==> config.mk <==
export PLATFORM = sky130hd
export DESIGN_NAME = rvfpm_result_arbiter
export DESIGN_NICKNAME = d
export VERILOG_FILES = /design/src/rtl/pa_rvfpm.sv /design/src/rtl/rvfpm_rr_arbiter.sv /design/src/rtl/rvfpm_result_arbiter.sv
export SDC_FILE = /design/constraint.sdc
export NUM_CORES = 1
export LEC_CHECK = 0
export CAP_MARGIN = 25
export CORE_MARGIN = 2
export CORE_UTILIZATION = 45
export CTS_BUF_LIST = sky130_fd_sc_hd__clkbuf_8
export DETAILED_ROUTE_END_ITERATION = 6
export DONT_BUFFER_PORTS = 1
export PLACE_DENSITY = 0.59
export SYNTH_ARGS = -nofsm -noshare
export SYNTH_HDL_FRONTEND = slang
export SYNTH_SLANG_ARGS = --single-unit
==> constraint.sdc <==
create_clock -name ck -period 2.1 [get_ports ck]
set_input_delay 0.105 -clock ck [delete_from_list [all_inputs] [get_ports ck]]
set_output_delay 0.105 -clock ck [all_outputs]
set_load 0.01 [all_outputs]
==> src/rtl/pa_rvfpm.sv <==
// Shared types and constants for the FPU result path: default widths, source
// indices of the fixed producers and the per-source result record.
package pa_rvfpm;

  localparam int X_ID_WIDTH_DEF = 4;
  localparam int FLEN_DEF       = 32;

  localparam int RES_SRC_ALU = 0;
  localparam int RES_SRC_LSU = 1;

  typedef struct packed {
    logic [X_ID_WIDTH_DEF-1:0] id;
    logic [4:0]                rd;
    logic [FLEN_DEF-1:0]       data;
    logic                      we;
  } rvfpm_res_src_t;

endpackage

==> src/rtl/rvfpm_rr_arbiter.sv <==
// Round-robin arbiter: grants the first requester at or after the pointer,
// and moves the pointer just past the winner when a transfer happens.
module rvfpm_rr_arbiter
  import pa_rvfpm::*;
#(
  parameter int N = 2
) (
  input  logic                 ck,
  input  logic                 rst,
  input  logic [N-1:0]         req,
  input  logic                 advance,
  input  logic [$clog2(N)-1:0] winner_idx,
  output logic [N-1:0]         grant,
  output logic [$clog2(N)-1:0] grant_idx
);

  localparam int IW = $clog2(N);

  logic [IW-1:0] r_ptr;
  logic [IW:0]   w_cand;
  logic [IW-1:0] w_idx;
  logic          w_found;

  // NOTE: every signal driven in always_comb gets a default first, otherwise
  // paths that skip an assignment infer a latch.
  always_comb begin
    grant     = '0;
    grant_idx = '0;
    w_found   = 1'b0;
    w_cand    = '0;
    w_idx     = '0;
    for (int off = 0; off < N; off++) begin
      w_cand = {1'b0, r_ptr} + (IW+1)'(off);
      if (w_cand >= (IW+1)'(N)) begin
        w_cand = w_cand - (IW+1)'(N);
      end
      w_idx = w_cand[IW-1:0];
      if (!w_found && req[w_idx]) begin
        grant[w_idx] = 1'b1;
        grant_idx    = w_idx;
        w_found      = 1'b1;
      end
    end
  end

  // NOTE: sequential state is updated only with non-blocking assignments so
  // every flop samples the pre-edge values regardless of block order.
  always_ff @(posedge ck or negedge rst) begin
    if (!rst) begin
      r_ptr <= IW'(RES_SRC_ALU);
    end else if (advance) begin
      r_ptr <= (winner_idx == IW'(N-1)) ? '0 : winner_idx + 1'b1;
    end
  end

endmodule

==> src/rtl/rvfpm_result_arbiter.sv <==
// Shares the single X-IF result port between N_SRC FPU result producers through
// a round-robin grant and one output register that holds under backpressure.
module rvfpm_result_arbiter
  import pa_rvfpm::*;
#(
  parameter int N_SRC      = 2,
  parameter int X_ID_WIDTH = X_ID_WIDTH_DEF,
  parameter int FLEN       = FLEN_DEF,
  parameter int STALL_W    = 16
) (
  input  logic                        ck,
  input  logic                        rst,
  input  logic                        flush,
  input  logic [N_SRC-1:0]            src_valid,
  output logic [N_SRC-1:0]            src_ready,
  input  logic [N_SRC*X_ID_WIDTH-1:0] src_id,
  input  logic [N_SRC*5-1:0]          src_rd,
  input  logic [N_SRC*FLEN-1:0]       src_data,
  input  logic [N_SRC-1:0]            src_we,
  output logic                        result_valid,
  input  logic                        result_ready,
  output logic [X_ID_WIDTH-1:0]       result_id,
  output logic [4:0]                  result_rd,
  output logic [FLEN-1:0]             result_data,
  output logic                        result_we,
  output logic [$clog2(N_SRC)-1:0]    result_src,
  output logic [STALL_W-1:0]          stall_cnt
);

  localparam int SRC_W = $clog2(N_SRC);

  logic [N_SRC-1:0]      w_grant;
  logic [SRC_W-1:0]      w_grant_idx;
  logic                  w_slot_free;
  logic                  w_xfer;
  logic [X_ID_WIDTH-1:0] w_sel_id;
  logic [4:0]            w_sel_rd;
  logic [FLEN-1:0]       w_sel_data;
  logic                  w_sel_we;

  logic                  r_valid;
  logic [X_ID_WIDTH-1:0] r_id;
  logic [4:0]            r_rd;
  logic [FLEN-1:0]       r_data;
  logic                  r_we;
  logic [SRC_W-1:0]      r_src;
  logic [STALL_W-1:0]    r_stall;

  rvfpm_rr_arbiter #(.N(N_SRC)) u_rr (
    .ck         (ck),
    .rst        (rst),
    .req        (src_valid),
    .advance    (w_xfer),
    .winner_idx (w_grant_idx),
    .grant      (w_grant),
    .grant_idx  (w_grant_idx)
  );

  // Ready is gated by reset so no handshake can complete while rst is held.
  assign w_slot_free = !r_valid || result_ready;
  assign src_ready   = w_grant & {N_SRC{w_slot_free && !flush && rst}};
  assign w_xfer      = |src_ready;

  always_comb begin
    w_sel_id   = '0;
    w_sel_rd   = '0;
    w_sel_data = '0;
    w_sel_we   = 1'b0;
    for (int i = 0; i < N_SRC; i++) begin
      if (w_grant[i]) begin
        w_sel_id   = src_id[i*X_ID_WIDTH +: X_ID_WIDTH];
        w_sel_rd   = src_rd[i*5 +: 5];
        w_sel_data = src_data[i*FLEN +: FLEN];
        w_sel_we   = src_we[i];
      end
    end
  end

  // NOTE: the data fields are reset too, because the X-IF outputs must read
  // as zero after reset, not merely be masked by result_valid.
  always_ff @(posedge ck or negedge rst) begin
    if (!rst) begin
      r_valid <= 1'b0;
      r_id    <= '0;
      r_rd    <= '0;
      r_data  <= '0;
      r_we    <= 1'b0;
      r_src   <= '0;
    end else if (flush) begin
      r_valid <= 1'b0;
    end else if (w_xfer) begin
      r_valid <= 1'b1;
      r_id    <= w_sel_id;
      r_rd    <= w_sel_rd;
      r_data  <= w_sel_data;
      r_we    <= w_sel_we;
      r_src   <= w_grant_idx;
    end else if (result_ready) begin
      r_valid <= 1'b0;
    end
  end

  always_ff @(posedge ck or negedge rst) begin
    if (!rst) begin
      r_stall <= '0;
    end else if (!flush && r_valid && !result_ready && (r_stall != '1)) begin
      r_stall <= r_stall + 1'b1;
    end
  end

  assign result_valid = r_valid;
  assign result_id    = r_id;
  assign result_rd    = r_rd;
  assign result_data  = r_data;
  assign result_we    = r_we;
  assign result_src   = r_src;
  assign stall_cnt    = r_stall;

endmodule

==> results of run 1 <==
==> power breakdown <==
part           internal (mW)  total (mW)  switching (mW)
Combinational          0.390       0.707           0.318
Clock                  0.455       0.912           0.458
Sequential              1.45        1.79           0.337
==> path summary, 6_finish.rpt <==
path / cells after the start / slack [ns] / from / to
min in group asynchronous: 2 / 0.32 / rst / result_rd[0]$_DFFE_PN0P_
max in group asynchronous: 2 / 1.51 / rst / result_data[8]$_DFFE_PN0P_
max reg2reg: 4 / 0.28 / stall_cnt[6]$_DFFE_PN0P_ / stall_cnt[1]$_DFFE_PN0P_
min reg2reg: 1 / 0.56 / result_data[25]$_DFFE_PN0P_ / result_data[25]$_DFFE_PN0P_
max: 4 / 0.28 / stall_cnt[6]$_DFFE_PN0P_ / stall_cnt[1]$_DFFE_PN0P_
min: 2 / 0.01 / src_data[34] / result_data[2]$_DFFE_PN0P_
==> placed cells by master, fill, tap and decap left out, drive strengths merged, types with 2 or more instances in the layout <==
master	Yosys	final
a22o	26	26
nand4	11	11
clkbuf	12	10
clkinv	0	2
dfrtp	61	61
nand2	6	6
nor2	5	5
xnor2	12	12
inv	4	5
dlygate4sd3	0	62
a21o	26	26
o2bb2ai	16	16
mux2	2	2
nor2b	3	3
clkinvlp	0	3
a22oi	16	16
nand3	6	6
and3	2	2
buf	5	15
==> registers in the layout (all words and copies together) (netlist names) <==
signal and cells:
result_src 1, result_we 1, stall_cnt 16, u_rr.r_ptr 1, result_rd 5, result_id 4
result_valid 1, result_data 32
==> stage by stage <==
step,worst slack [ns],cell area [um2],hold slack (ns)
after global routing,0.206,3780,0.00230
final,0.275,3780,0.0142
after CTS,0.198,3750,0.000344
after floorplan,0.331,2800,-0.191
after detailed placement,0.209,2950,-0.189
after global placement,-0.0530,2930,-0.189
==> critical path, stage by stage (launching register included) <==
cell     delay [ns]
dfrtp_1        0.50
nand4_4        0.20
or4_4          0.57
nor2b_4        0.15
mux2_4         0.28
==> metal layers <==
layer | share of wire | track usage
met5 | 0 | 0
met4 | 0.036 | 0.127
met3 | 0.073 | 0.0716
met2 | 0.53 | 0.410
met1 | 0.37 | 0.252
==> kinds of logic (layout without fill, tap and decap cells) <==
| logic type | after synthesis | in the layout | synth area share |
|---|---|---|---|
| simple gates | 42 | 42 | 0.102 |
| fa+ha+maj | 1 | 1 | 0.00447 |
| buf+inv | 21 | 97 | 0.0313 |
| mux | 2 | 2 | 0.00939 |
| compound gates | 91 | 91 | 0.267 |
| flops | 61 | 61 | 0.546 |
| xor+xnor | 13 | 13 | 0.0407 |
==> area by class of cell <==
type,count,share of cell area
clock buffer,10,0.0364
clock inverter,6,0.0106
inverter,4,0.00397
multi-input combinational,149,0.320
sequential,61,0.404
tap,75,0.0248
timing repair buffer,77,0.201
==> repair_timing <==
item	in CTS	in global routing
hold endpoints to repair	93	2
gates resized for setup	0	0
hold buffers	61	2
setup endpoints to repair	0	0
==> results_tabular.tex, run 1 <==
\begin{tabular}{lr}
\hline
Metric & Value \\
\hline
\multicolumn{2}{l}{\textbf{Timing}} \\
\quad Post-layout minimum cycle time & 1.82 ns \\
\quad Top achievable clock speed & 548 MHz \\
\quad Final-report hold violation count & 0 \\
\quad Count of final max-slew check failures & 0 \\
\quad Unrepaired setup endpoints after global routing & no \\
\quad Total Neg Setup Slack & 0 ns \\
\quad Worst Max-Slew Pin Slew & 0.409 ns \\
\quad Tcrit/Tclk final & 0.869 \\
\quad Final setup viols & 0 \\
\quad Relative slew slack & 0.727 \\
\quad Post-Route Skew & 0.0130 ns \\
\multicolumn{2}{l}{\textbf{Finish}} \\
\quad Final \#Nets & 393 \\
\quad Post-layout instance count excluding filler cells & 382 \\
\quad Number of inserted filler cells in the final layout & 459 \\
\quad Sequential cell area in the final layout & 0.00153 mm2 \\
\quad Share of post-route cells with drive strength above 1 & 0.137 \\
\quad Final cell utilization of the core & 0.635 \\
\quad Diode count & 0 \\
\quad Area of combinational cells with multiple inputs & 0.00121 mm2 \\
\quad Relative area change from synthesis to final layout & 35.3\% \\
\multicolumn{2}{l}{\textbf{Global route}} \\
\quad Wire length of the first global-routing pass & 12.8 mm \\
\quad Total gr overflow & 0 \\
\quad Global routing usage summed across all routing layers & 0.234 \\
\quad Via count of the first global-routing pass & 2525 \\
\quad Number of antenna violations at the first check in global routing & 0 \\
\quad Pin count of the biggest net entering global routing & 62 \\
\multicolumn{2}{l}{\textbf{Clocking}} \\
\quad Insertion delay to the later sink of the worst-skew pair & 0.34 ns \\
\quad Clock edge transition at the registers on the reported setup and hold paths & 0.07 ns \\
\quad H-tree lvl count & 3 \\
\quad CTS tree & done \\
\quad Count of buffers added by post-CTS timing repair for setup & 0 \\
\quad Clock root buffer & clkbuf\_8 \\
\quad CTS Buf Count & 9 \\
\quad Number of sinks handled by clock tree synthesis & 61 \\
\quad Clock buffer depth & 2 \\
\multicolumn{2}{l}{\textbf{Pwr}} \\
\quad Overall Power & 3.40 mW \\
\quad Worst voltage drop across the vdd grid & 0.441 mV \\
\quad Leakage power summed over all cells & 1.76 nW \\
\quad P per Cell Area & 900 mW/mm2 \\
\multicolumn{2}{l}{\textbf{Setup path}} \\
\quad CP required & 2.32 ns \\
\quad Critical path class & flip-flop to flip-flop \\
\quad Highest net fanout along the worst path & 5 \\
\quad Worst Path Arrival & 2.04 ns \\
\quad Startpoint kind of the worst setup timing path & flip-flop \\
\quad Setup crit end kind & flip-flop \\
\multicolumn{2}{l}{\textbf{Yosys}} \\
\quad Number of nets in the synthesized netlist & 322 \\
\quad Most used flip-flop cell after synthesis & dfrtp\_1 \\
\quad Yosys Warn Count & 0 \\
\quad Post-Synthesis Cells & 231 \\
\quad Fraction of post-synthesis cell area in the top cell type by area & 0.546 \\
\quad Proportion of synthesized chip area in sequential cells & 0.546 \\
\quad Synthesized area per cell & 12.1 um2 \\
\quad List of most frequent post-synthesis cells & 61 x dfrtp\_1, 26 x a21o\_1, 26 x a22o\_1 \\
\quad Total standard cell area after synthesis & 0.00280 mm2 \\
\quad Number of enable flip-flop cells after synthesis & 0 \\
\quad Largest cells by area after synthesis & dfrtp\_1 55\%, a22o\_1 8.1\%, a21o\_1 7.0\%, o2bb2ai\_1 5.0\%, a22oi\_1 4.3\% \\
\quad Most common cell in the netlist & dfrtp\_1 \\
\quad Ys async rst share & 1.00 \\
\quad Synth unique cells & 38 \\
\quad Post-synthesis cell type with the largest combined area & dfrtp\_1 \\
\quad Post-synthesis register bit count & 61 \\
\multicolumn{2}{l}{\textbf{Die}} \\
\quad Number of core rows & 28 \\
\quad Boundary Pins & 152 \\
\quad Overall die width & 82.8 um \\
\quad Starting Density & 0.470 \\
\quad Area of the core & 0.00596 mm2 \\
\quad Die Ht & 82.8 um \\
\quad Total Die Area & 0.00686 mm2 \\
\multicolumn{2}{l}{\textbf{Outcome}} \\
\quad Outcome & finished, final reports clean \\
\multicolumn{2}{l}{\textbf{Placement}} \\
\quad Placer's final routability congestion estimate & 0.854 \\
\quad Port Buffer Count & 0 \\
\quad Total half-perimeter wirelength after legalization and detailed placement & 4.92 mm \\
\quad Instance count after placement with tap cells included & 302 \\
\multicolumn{2}{l}{\textbf{Min path}} \\
\quad Path class of the lowest-slack min-delay path & primary input to flip-flop \\
\multicolumn{2}{l}{\textbf{Job}} \\
\quad Max Cap Viol & 0 \\
\multicolumn{2}{l}{\textbf{Detailed routing}} \\
\quad Vias/cell & 5.99 \\
\quad Total Routed Length & 7.86 mm \\
\quad First-pass detailed-route iteration total & 4 \\
\quad Via total after detailed routing & 2289 \\
\quad Number of DRC markers after the initial detailed-route iteration & 100 \\
\quad ANT nets after route & 0 \\
\quad Detail-routed net length per standard cell & 20.6 um \\
\quad Post-route DRC violation count & 0 \\
\hline
\end{tabular}
Note: power is estimated with default switching activity, not from simulation.
==> inputs of run 2 (changes only) <==
--- a/config.mk
+++ b/config.mk
@@ -12,6 +12,8 @@
 export DETAILED_ROUTE_END_ITERATION = 6
 export DONT_BUFFER_PORTS = 1
 export PLACE_DENSITY = 0.59
+export RECOVER_POWER = 25
+export SLEW_MARGIN = 10
 export SYNTH_ARGS = -nofsm -noshare
 export SYNTH_HDL_FRONTEND = slang
 export SYNTH_SLANG_ARGS = --single-unit
==> run 2 against run 1 <==
- the flow now finishes with violations (hold timing)
- clock skew decreased by 0.0029 ns
- critical path type unchanged
- power increased by 7.1%
- sequential share of layout area decreased by 0.053 points
==> results_tabular.tex, run 2 (synthesis results as in run 1) <==
\begin{tabular}{lr}
\hline
Metric & Value \\
\hline
\multicolumn{2}{l}{\textbf{Job}} \\
\quad Max Cap Viol & 0 (unchanged) \\
\multicolumn{2}{l}{\textbf{Pwr}} \\
\quad Internal cell power & 2.53 mW (+10\%) \\
\quad Portion of total power attributed to combinational logic & 0.191 (-0.017) \\
\quad Switching Power & 1.12 mW (+0.68\%) \\
\quad Clk network pwr share & 0.319 (+0.051) \\
\quad Worst voltage drop across the vdd grid & 0.481 mV (+9.0\%) \\
\quad Switching part of the total power & 0.307 (-0.0196) \\
\quad Proportion of power drawn by flip-flops and latches & 0.490 (-0.034) \\
\quad P per Cell Area & 963 mW/mm2 (+7.0\%) \\
\quad Leakage power summed over all cells & 1.77 nW (+0.42\%) \\
\multicolumn{2}{l}{\textbf{Detailed routing}} \\
\quad Met2 wire length & 4.15 mm (+0.53\%) \\
\quad Uppermost routed layer & met4 \\
\quad ANT nets after route & 0 (unchanged) \\
\quad Post-route DRC violation count & 0 (unchanged) \\
\quad Vias/cell & 6.12 (+2.1\%) \\
\quad DR WL met3 & 592 um (+2.8\%) \\
\quad Via total after detailed routing & 2325 (+1.6\%) \\
\quad Number of DRC markers after the initial detailed-route iteration & 134 (+34\%) \\
\quad Total Routed Length & 7.85 mm (-0.13\%) \\
\quad Detail-routed net length per standard cell & 20.7 um (+0.40\%) \\
\quad Metal-1 WL & 2.84 mm (-1.1\%) \\
\quad First-pass detailed-route iteration total & 4 (unchanged) \\
\multicolumn{2}{l}{\textbf{Finish}} \\
\quad Largest register FFs & 32 (unchanged) \\
\quad Final cell utilization of the core & 0.636 (+0.000840) \\
\quad Relative area change from synthesis to final layout & 35.4\% \\
\quad Most common cell after layout, fill and taps aside & dfrtp\_1 \\
\quad Final \#Nets & 391 (-0.51\%) \\
\quad Share of post-route cells with drive strength above 1 & 0.138 (+0.000897) \\
\quad Highest-count cells in the layout ignoring fill and taps & 61 x dfrtp\_1, 60 x dlygate4sd3\_1, 26 x a22o\_1, 26 x a21o\_1 \\
\quad Diode count & 0 (unchanged) \\
\quad Post-layout instance count excluding filler cells & 380 (-0.52\%) \\
\multicolumn{2}{l}{\textbf{Min path}} \\
\quad Path class of the lowest-slack min-delay path & primary input to flip-flop \\
\multicolumn{2}{l}{\textbf{Placement}} \\
\quad Port Buffer Count & 0 (unchanged) \\
\quad Instance count after placement with tap cells included & 302 (unchanged) \\
\quad Total half-perimeter wirelength after legalization and detailed placement & 4.98 mm (+1.1\%) \\
\quad Place WS & 0.177 ns (-0.0320 ns) \\
\quad Placer's final routability congestion estimate & 0.854 (unchanged) \\
\multicolumn{2}{l}{\textbf{Timing}} \\
\quad Final-report hold violation count & 1 (+1) \\
\quad Tcrit/Tclk final & 0.868 (-0.00129) \\
\quad Post-layout minimum cycle time & 1.82 ns (-0.00272 ns) \\
\quad Final setup viols & 0 (unchanged) \\
\quad Post-route setup slack & 0.278 ns (+0.00272 ns) \\
\quad Worst Max-Slew Pin Slew & 1.48 ns (+1.07 ns) \\
\quad Post-route worst hold slack & -0.00143 ns (-0.0157 ns) \\
\quad Unrepaired setup endpoints after global routing & no \\
\quad Top achievable clock speed & 549 MHz (+0.15\%) \\
\quad Relative slew slack & 0.0159 (-0.711) \\
\quad Post-Route Skew & 0.0101 ns (-0.00286 ns) \\
\quad Count of final max-slew check failures & 0 (unchanged) \\
\multicolumn{2}{l}{\textbf{Setup path}} \\
\quad Highest net fanout along the worst path & 5 (unchanged) \\
\quad Startpoint kind of the worst setup timing path & flip-flop \\
\quad Reg-to-reg critical path endpoint & stall\_cnt[1]\$\_DFFE\_PN0P\_ \\
\quad CP required & 2.33 ns (about the same) \\
\quad R2R setup slack & 0.28 ns (about the same) \\
\quad Last element of the critical path & stall\_cnt[1]\$\_DFFE\_PN0P\_ \\
\quad Critical path class & flip-flop to flip-flop \\
\quad Worst Path Arrival & 2.05 ns (about the same) \\
\quad Timing startpoint of the critical path & stall\_cnt[6]\$\_DFFE\_PN0P\_ \\
\quad FF-to-FF path depth & 4 (unchanged) \\
\quad Source of the worst register-to-register timing path & stall\_cnt[6]\$\_DFFE\_PN0P\_ \\
\quad Setup crit end kind & flip-flop \\
\multicolumn{2}{l}{\textbf{Global route}} \\
\quad Via count of the first global-routing pass & 2480 (-1.8\%) \\
\quad Pin count of the biggest net entering global routing & 62 (unchanged) \\
\quad Total gr overflow & 0 (unchanged) \\
\quad Number of antenna violations at the first check in global routing & 0 (unchanged) \\
\quad Global routing usage summed across all routing layers & 0.235 (+0.000838) \\
\quad Wire length of the first global-routing pass & 12.8 mm (-0.11\%) \\
\multicolumn{2}{l}{\textbf{Die}} \\
\quad Boundary Pins & 152 (unchanged) \\
\quad Total Die Area & 0.00686 mm2 (unchanged) \\
\quad Overall die width & 82.8 um (unchanged) \\
\quad Area of the core & 0.00596 mm2 (unchanged) \\
\quad Number of core rows & 28 (unchanged) \\
\quad Die Ht & 82.8 um (unchanged) \\
\quad Starting Density & 0.470 (unchanged) \\
\multicolumn{2}{l}{\textbf{Clocking}} \\
\quad H-tree lvl count & 3 (unchanged) \\
\quad Clock root buffer & clkbuf\_8 \\
\quad CTS tree & done \\
\quad Count of buffers added by post-CTS timing repair for setup & 0 (unchanged) \\
\quad Number of sinks handled by clock tree synthesis & 61 (unchanged) \\
\quad Insertion delay to the later sink of the worst-skew pair & 0.34 ns (about the same) \\
\quad PostCTS Resize Cnt & 0 (unchanged) \\
\quad Clock buffer depth & 2 (unchanged) \\
\quad CTS Buf Count & 9 (unchanged) \\
\quad Clock edge transition at the registers on the reported setup and hold paths & 0.07 ns (about the same) \\
\multicolumn{2}{l}{\textbf{Outcome}} \\
\quad Outcome & finished, violations left \\
\quad Failing checks & hold timing \\
\hline
\end{tabular}
[run 2: final cells by class]
cell class / instances / area [um2]
clock buffers: 10 / 138
clock inverters: 6 / 87.6
fillers: 480 / 2170
inverters: 4 / 15.0
multi-input cells: 149 / 1210
flip-flops and latches: 61 / 1530
well taps: 75 / 93.8
repair buffers: 75 / 718
[run 2: what timing repair did]
action                                 4_1_cts  5_1_grt
hold buffers                                61        0
setup endpoints to repair                    0        0
endpoints found under the hold margin       94        0
[run 2: layer usage]
metal,GRT usage,vias to the layer above
met1,0.252,1152
met5,0,-
met2,0.420,128
met3,0.0686,27
met4,0.118,0
li1,-,1018
[run 2: critical path, stage by stage (launching register included)]
cell and delay (ns):
dfrtp_1 0.50, nand4_4 0.20, or4_4 0.57, nor2b_4 0.15
mux2_4 0.28
[run 2: how the worst min path moves through the flow]
stage,startpoint,endpoint,slack [ns],depth (start not counted)
3_5_place_dp,rst,result_data[25]$_DFFE_PN0P_,-0.19,0
4_1_cts,src_id[2],result_id[2]$_DFFE_PN0P_,0.001,2
2_1_floorplan,rst,result_data[0]$_DFFE_PN0P_,-0.19,0
3_3_place_gp,rst,result_data[23]$_DFFE_PN0P_,-0.19,0
5_1_grt,src_data[58],result_data[26]$_DFFE_PN0P_,0.002,2
6_report,src_id[2],result_id[2]$_DFFE_PN0P_,-0.001,2
[run 2: power groups by stage]
stage | clock (mW) | combinational [mW] | sequential, mW
floorplan | 0 | 0.391 | 1.76
global placement | 0 | 0.534 | 1.79
detailed placement | 0 | 0.580 | 1.80
CTS | 1.19 | 0.699 | 1.78
global route | 1.25 | 0.767 | 1.81
finish | 1.16 | 0.696 | 1.79
[run 2: per-stage QoR]
step | TNS, ns | power [mW] | cell area (um2)
2_1_floorplan | 0 | 2.15 | 2800
3_3_place_gp | -1.13 | 2.32 | 2930
3_5_place_dp | 0 | 2.38 | 2950
4_1_cts | 0 | 3.68 | 3800
5_1_grt | 0 | 3.83 | 3790
6_report | 0 | 3.65 | 3790
==> inputs of run 3 (changes only) <==
--- a/config.mk
+++ b/config.mk
@@ -11,7 +11,7 @@
 export CTS_BUF_LIST = sky130_fd_sc_hd__clkbuf_8
 export DETAILED_ROUTE_END_ITERATION = 6
 export DONT_BUFFER_PORTS = 1
-export PLACE_DENSITY = 0.59
+export PLACE_DENSITY = 0.61
 export RECOVER_POWER = 25
 export SLEW_MARGIN = 10
 export SYNTH_ARGS = -nofsm -noshare
==> constraint.sdc (replaced) <==
create_clock -name ck -period 1.55 [get_ports ck]
set_input_delay 0.0775 -clock ck [delete_from_list [all_inputs] [get_ports ck]]
set_output_delay 0.0775 -clock ck [all_outputs]
set_load 0.01 [all_outputs]
==> run 3 against run 2 <==
- the flow finishes with violations (setup timing)
- final cell count is 18% higher
- flip-flop and latch count stayed put
- sequential power is 35% higher
- wire length is 31% higher
- clock power is 41% higher
- register-to-register slack worse by 0.36 ns
- clock-buffer cell count is 1 higher
- hold slack better by 0.080 ns
- critical endpoint unchanged
==> results_tabular.tex, run 3 (synthesis results as in run 1) <==
\begin{tabular}{lr}
\hline
Metric & Value \\
\hline
\multicolumn{2}{l}{\textbf{Timing}} \\
\quad Unrepaired setup endpoints after global routing & yes \\
\quad Final setup viols & 16 (+16) \\
\quad Post-Route Skew & 0.0101 ns (-0.0000414 ns) \\
\quad Top achievable clock speed & 612 MHz (+12\%) \\
\quad Tcrit/Tclk final & 1.05 (+0.186) \\
\quad Final-report hold violation count & 0 (-1) \\
\quad Count of final max-slew check failures & 0 (unchanged) \\
\quad Post-route worst hold slack & 0.0783 ns (+0.0797 ns) \\
\quad Post-route setup slack & -0.0837 ns (-0.362 ns) \\
\quad Worst Max-Slew Pin Slew & 0.837 ns (-0.639 ns) \\
\quad Post-layout minimum cycle time & 1.63 ns (-0.188 ns) \\
\quad Relative slew slack & 0.442 (+0.426) \\
\quad Total Neg Setup Slack & -0.511 ns (-0.511 ns) \\
\multicolumn{2}{l}{\textbf{Finish}} \\
\quad Largest register FFs & 32 (unchanged) \\
\quad Relative area change from synthesis to final layout & 64.4\% \\
\quad Share of post-route cells with drive strength above 1 & 0.272 (+0.134) \\
\quad Number of inserted filler cells in the final layout & 365 (-24\%) \\
\quad Final \#Nets & 458 (+17\%) \\
\quad Diode count & 0 (unchanged) \\
\quad Most common cell after layout, fill and taps aside & dlygate4sd3\_1 \\
\quad Highest-count cells in the layout ignoring fill and taps & 85 x dlygate4sd3\_1, 57 x dfrtp\_1, 35 x buf\_4 \\
\quad Post-layout instance count excluding filler cells & 447 (+18\%) \\
\multicolumn{2}{l}{\textbf{Die}} \\
\quad Number of core rows & 28 (unchanged) \\
\quad Overall die width & 82.8 um (unchanged) \\
\quad Starting Density & 0.470 (unchanged) \\
\quad Die Ht & 82.8 um (unchanged) \\
\quad Boundary Pins & 152 (unchanged) \\
\quad Area of the core & 0.00596 mm2 (unchanged) \\
\quad Total Die Area & 0.00686 mm2 (unchanged) \\
\multicolumn{2}{l}{\textbf{Detailed routing}} \\
\quad Detail-routed net length per standard cell & 22.9 um (+11\%) \\
\quad First-pass detailed-route iteration total & 4 (unchanged) \\
\quad Number of DRC markers after the initial detailed-route iteration & 97 (-28\%) \\
\quad Via total after detailed routing & 2700 (+16\%) \\
\quad ANT nets after route & 0 (unchanged) \\
\quad Vias/cell & 6.04 (-1.3\%) \\
\quad Post-route DRC violation count & 0 (unchanged) \\
\quad Total Routed Length & 10.3 mm (+31\%) \\
\multicolumn{2}{l}{\textbf{Pwr}} \\
\quad Portion of total power attributed to combinational logic & 0.237 (+0.046) \\
\quad Overall Power & 5.31 mW (+46\%) \\
\quad Worst voltage drop across the vdd grid & 0.746 mV (+55\%) \\
\quad P per Cell Area & 1160 mW/mm2 (+20\%) \\
\quad Clk network pwr share & 0.306 (-0.013) \\
\quad Switching part of the total power & 0.313 (+0.00564) \\
\quad Switching Power & 1.66 mW (+48\%) \\
\quad Leakage power summed over all cells & 2.13 nW (+21\%) \\
\quad Proportion of power drawn by flip-flops and latches & 0.457 (-0.033) \\
\quad Internal cell power & 3.65 mW (+44\%) \\
\multicolumn{2}{l}{\textbf{Setup path}} \\
\quad Reg-to-reg critical path endpoint & stall\_cnt[1]\$\_DFFE\_PN0P\_ \\
\quad Critical path class & flip-flop to flip-flop \\
\quad Setup crit end kind & flip-flop \\
\quad Source of the worst register-to-register timing path & stall\_cnt[0]\$\_DFFE\_PN0P\_ \\
\quad Highest net fanout along the worst path & 3 (-2) \\
\quad FF-to-FF path depth & 5 (+1) \\
\quad Startpoint kind of the worst setup timing path & flip-flop \\
\quad CP required & 1.77 ns (-0.56 ns) \\
\quad R2R setup slack & -0.08 ns (-0.36 ns) \\
\quad Worst Path Arrival & 1.86 ns (-0.19 ns) \\
\multicolumn{2}{l}{\textbf{Global route}} \\
\quad Total gr overflow & 0 (unchanged) \\
\quad Via count of the first global-routing pass & 2778 (+12\%) \\
\quad Global routing usage summed across all routing layers & 0.267 (+0.0317) \\
\quad Met1 Usage GRT & 0.301 (+0.0496) \\
\quad Global-route met2 utilization & 0.450 (+0.0301) \\
\quad Number of antenna violations at the first check in global routing & 0 (unchanged) \\
\quad Wire length of the first global-routing pass & 14.3 mm (+12\%) \\
\quad Pin count of the biggest net entering global routing & 62 (unchanged) \\
\quad Global-route met3 utilization & 0.0934 (+0.0249) \\
\quad Busiest grt layer & met2 \\
\multicolumn{2}{l}{\textbf{Placement}} \\
\quad Instance count after placement with tap cells included & 316 (+4.6\%) \\
\quad Total half-perimeter wirelength after legalization and detailed placement & 4.48 mm (-10\%) \\
\quad Placer's final routability congestion estimate & 0.741 (-13\%) \\
\quad Port Buffer Count & 0 (unchanged) \\
\multicolumn{2}{l}{\textbf{Clocking}} \\
\quad CTS Buf Count & 9 (unchanged) \\
\quad Clock edge transition at the registers on the reported setup and hold paths & 0.07 ns (about the same) \\
\quad CTS tree & done \\
\quad H-tree lvl count & 3 (unchanged) \\
\quad Number of sinks handled by clock tree synthesis & 61 (unchanged) \\
\quad Clock buffer depth & 2 (unchanged) \\
\quad Clock root buffer & clkbuf\_8 \\
\quad Insertion delay to the later sink of the worst-skew pair & 0.35 ns (about the same) \\
\multicolumn{2}{l}{\textbf{Min path}} \\
\quad Path class of the lowest-slack min-delay path & primary input to flip-flop \\
\quad Startpoint of the most critical hold path & result\_ready \\
\quad Hold Path Sink & stall\_cnt[4]\$\_DFFE\_PN0P\_ \\
\quad Cell count of the worst hold path & 4 (+2) \\
\multicolumn{2}{l}{\textbf{Job}} \\
\quad Max Cap Viol & 0 (unchanged) \\
\multicolumn{2}{l}{\textbf{Outcome}} \\
\quad Failing checks & setup timing \\
\quad Outcome & finished, violations left \\
\hline
\end{tabular}
[run 3: cell type report]
| type | count | area [um2] | area share |
|---|---|---|---|
| repair buffers | 137 | 1380 | 0.299 |
| well taps | 75 | 93.8 | 0.0204 |
| clock buffers | 11 | 151 | 0.0329 |
| inverters | 4 | 15.0 | 0.00327 |
| flip-flops and latches | 61 | 1530 | 0.333 |
| multi-input cells | 154 | 1360 | 0.295 |
| clock inverters | 5 | 73.8 | 0.0161 |
[run 3: worst max-delay path, cell delays in order (launching register included)]
cell,delay (ns)
dfrtp_1,0.40
ha_4,0.18
nand3_4,0.07
or4_4,0.43
nor2b_4,0.15
mux2_4,0.29
[run 3: worst max path at each step]
| stage | startpoint | end | slack, ns | cells after the start |
|---|---|---|---|---|
| 3_5_place_dp | u_rr.r_ptr$_DFFE_PN0P_ | result_data[28]$_DFFE_PN0P_ | -0.22 | 4 |
| 6_report | stall_cnt[0]$_DFFE_PN0P_ | stall_cnt[1]$_DFFE_PN0P_ | -0.08 | 5 |
| 3_3_place_gp | result_valid$_DFFE_PN0P_ | result_data[7]$_DFFE_PN0P_ | -0.15 | 4 |
| 4_1_cts | result_valid$_DFFE_PN0P_ | stall_cnt[11]$_DFFE_PN0P_ | -0.08 | 4 |
| 5_1_grt | result_valid$_DFFE_PN0P_ | stall_cnt[11]$_DFFE_PN0P_ | -0.15 | 4 |
| 2_1_floorplan | stall_cnt[0]$_DFFE_PN0P_ | stall_cnt[1]$_DFFE_PN0P_ | -0.13 | 5 |
[run 3: per-layer routing]
layer	up-vias	routed length [um]
li1	1165	-
met1	1358	3910
met2	149	5220
met3	28	785
met4	0	335
met5	-	0
[run 3: repair_timing]
| item | 4_1_cts | 5_1_grt |
|---|---|---|
| resized for setup | 14 | 23 |
| pin swaps | 5 | 25 |
| setup endpoints to repair | 58 | 61 |
| setup buffers | 7 | 13 |
| hold endpoints to repair | 103 | 0 |
| hold buffers | 86 | 0 |
| gates cloned | 4 | 6 |
[run 3: power by group through the flow]
stage,Clock (mW),Sequential (mW),Combinational (mW)
global placement,0,2.41,0.755
detailed placement,0,2.42,0.794
global route,1.73,2.46,1.35
CTS,1.62,2.40,1.08
floorplan,0,2.38,0.552
finish,1.63,2.42,1.26
[run 3: stage by stage]
| stage | utilization | instance area, um2 | worst slack (ns) |
|---|---|---|---|
| 6_report | 0.772 | 4600 | -0.0837 |
| 5_1_grt | 0.772 | 4600 | -0.148 |
| 4_1_cts | 0.726 | 4320 | -0.0838 |
| 2_1_floorplan | - | 2850 | -0.126 |
| 3_3_place_gp | 0.515 | 3070 | -0.155 |
| 3_5_place_dp | 0.515 | 3070 | -0.220 |
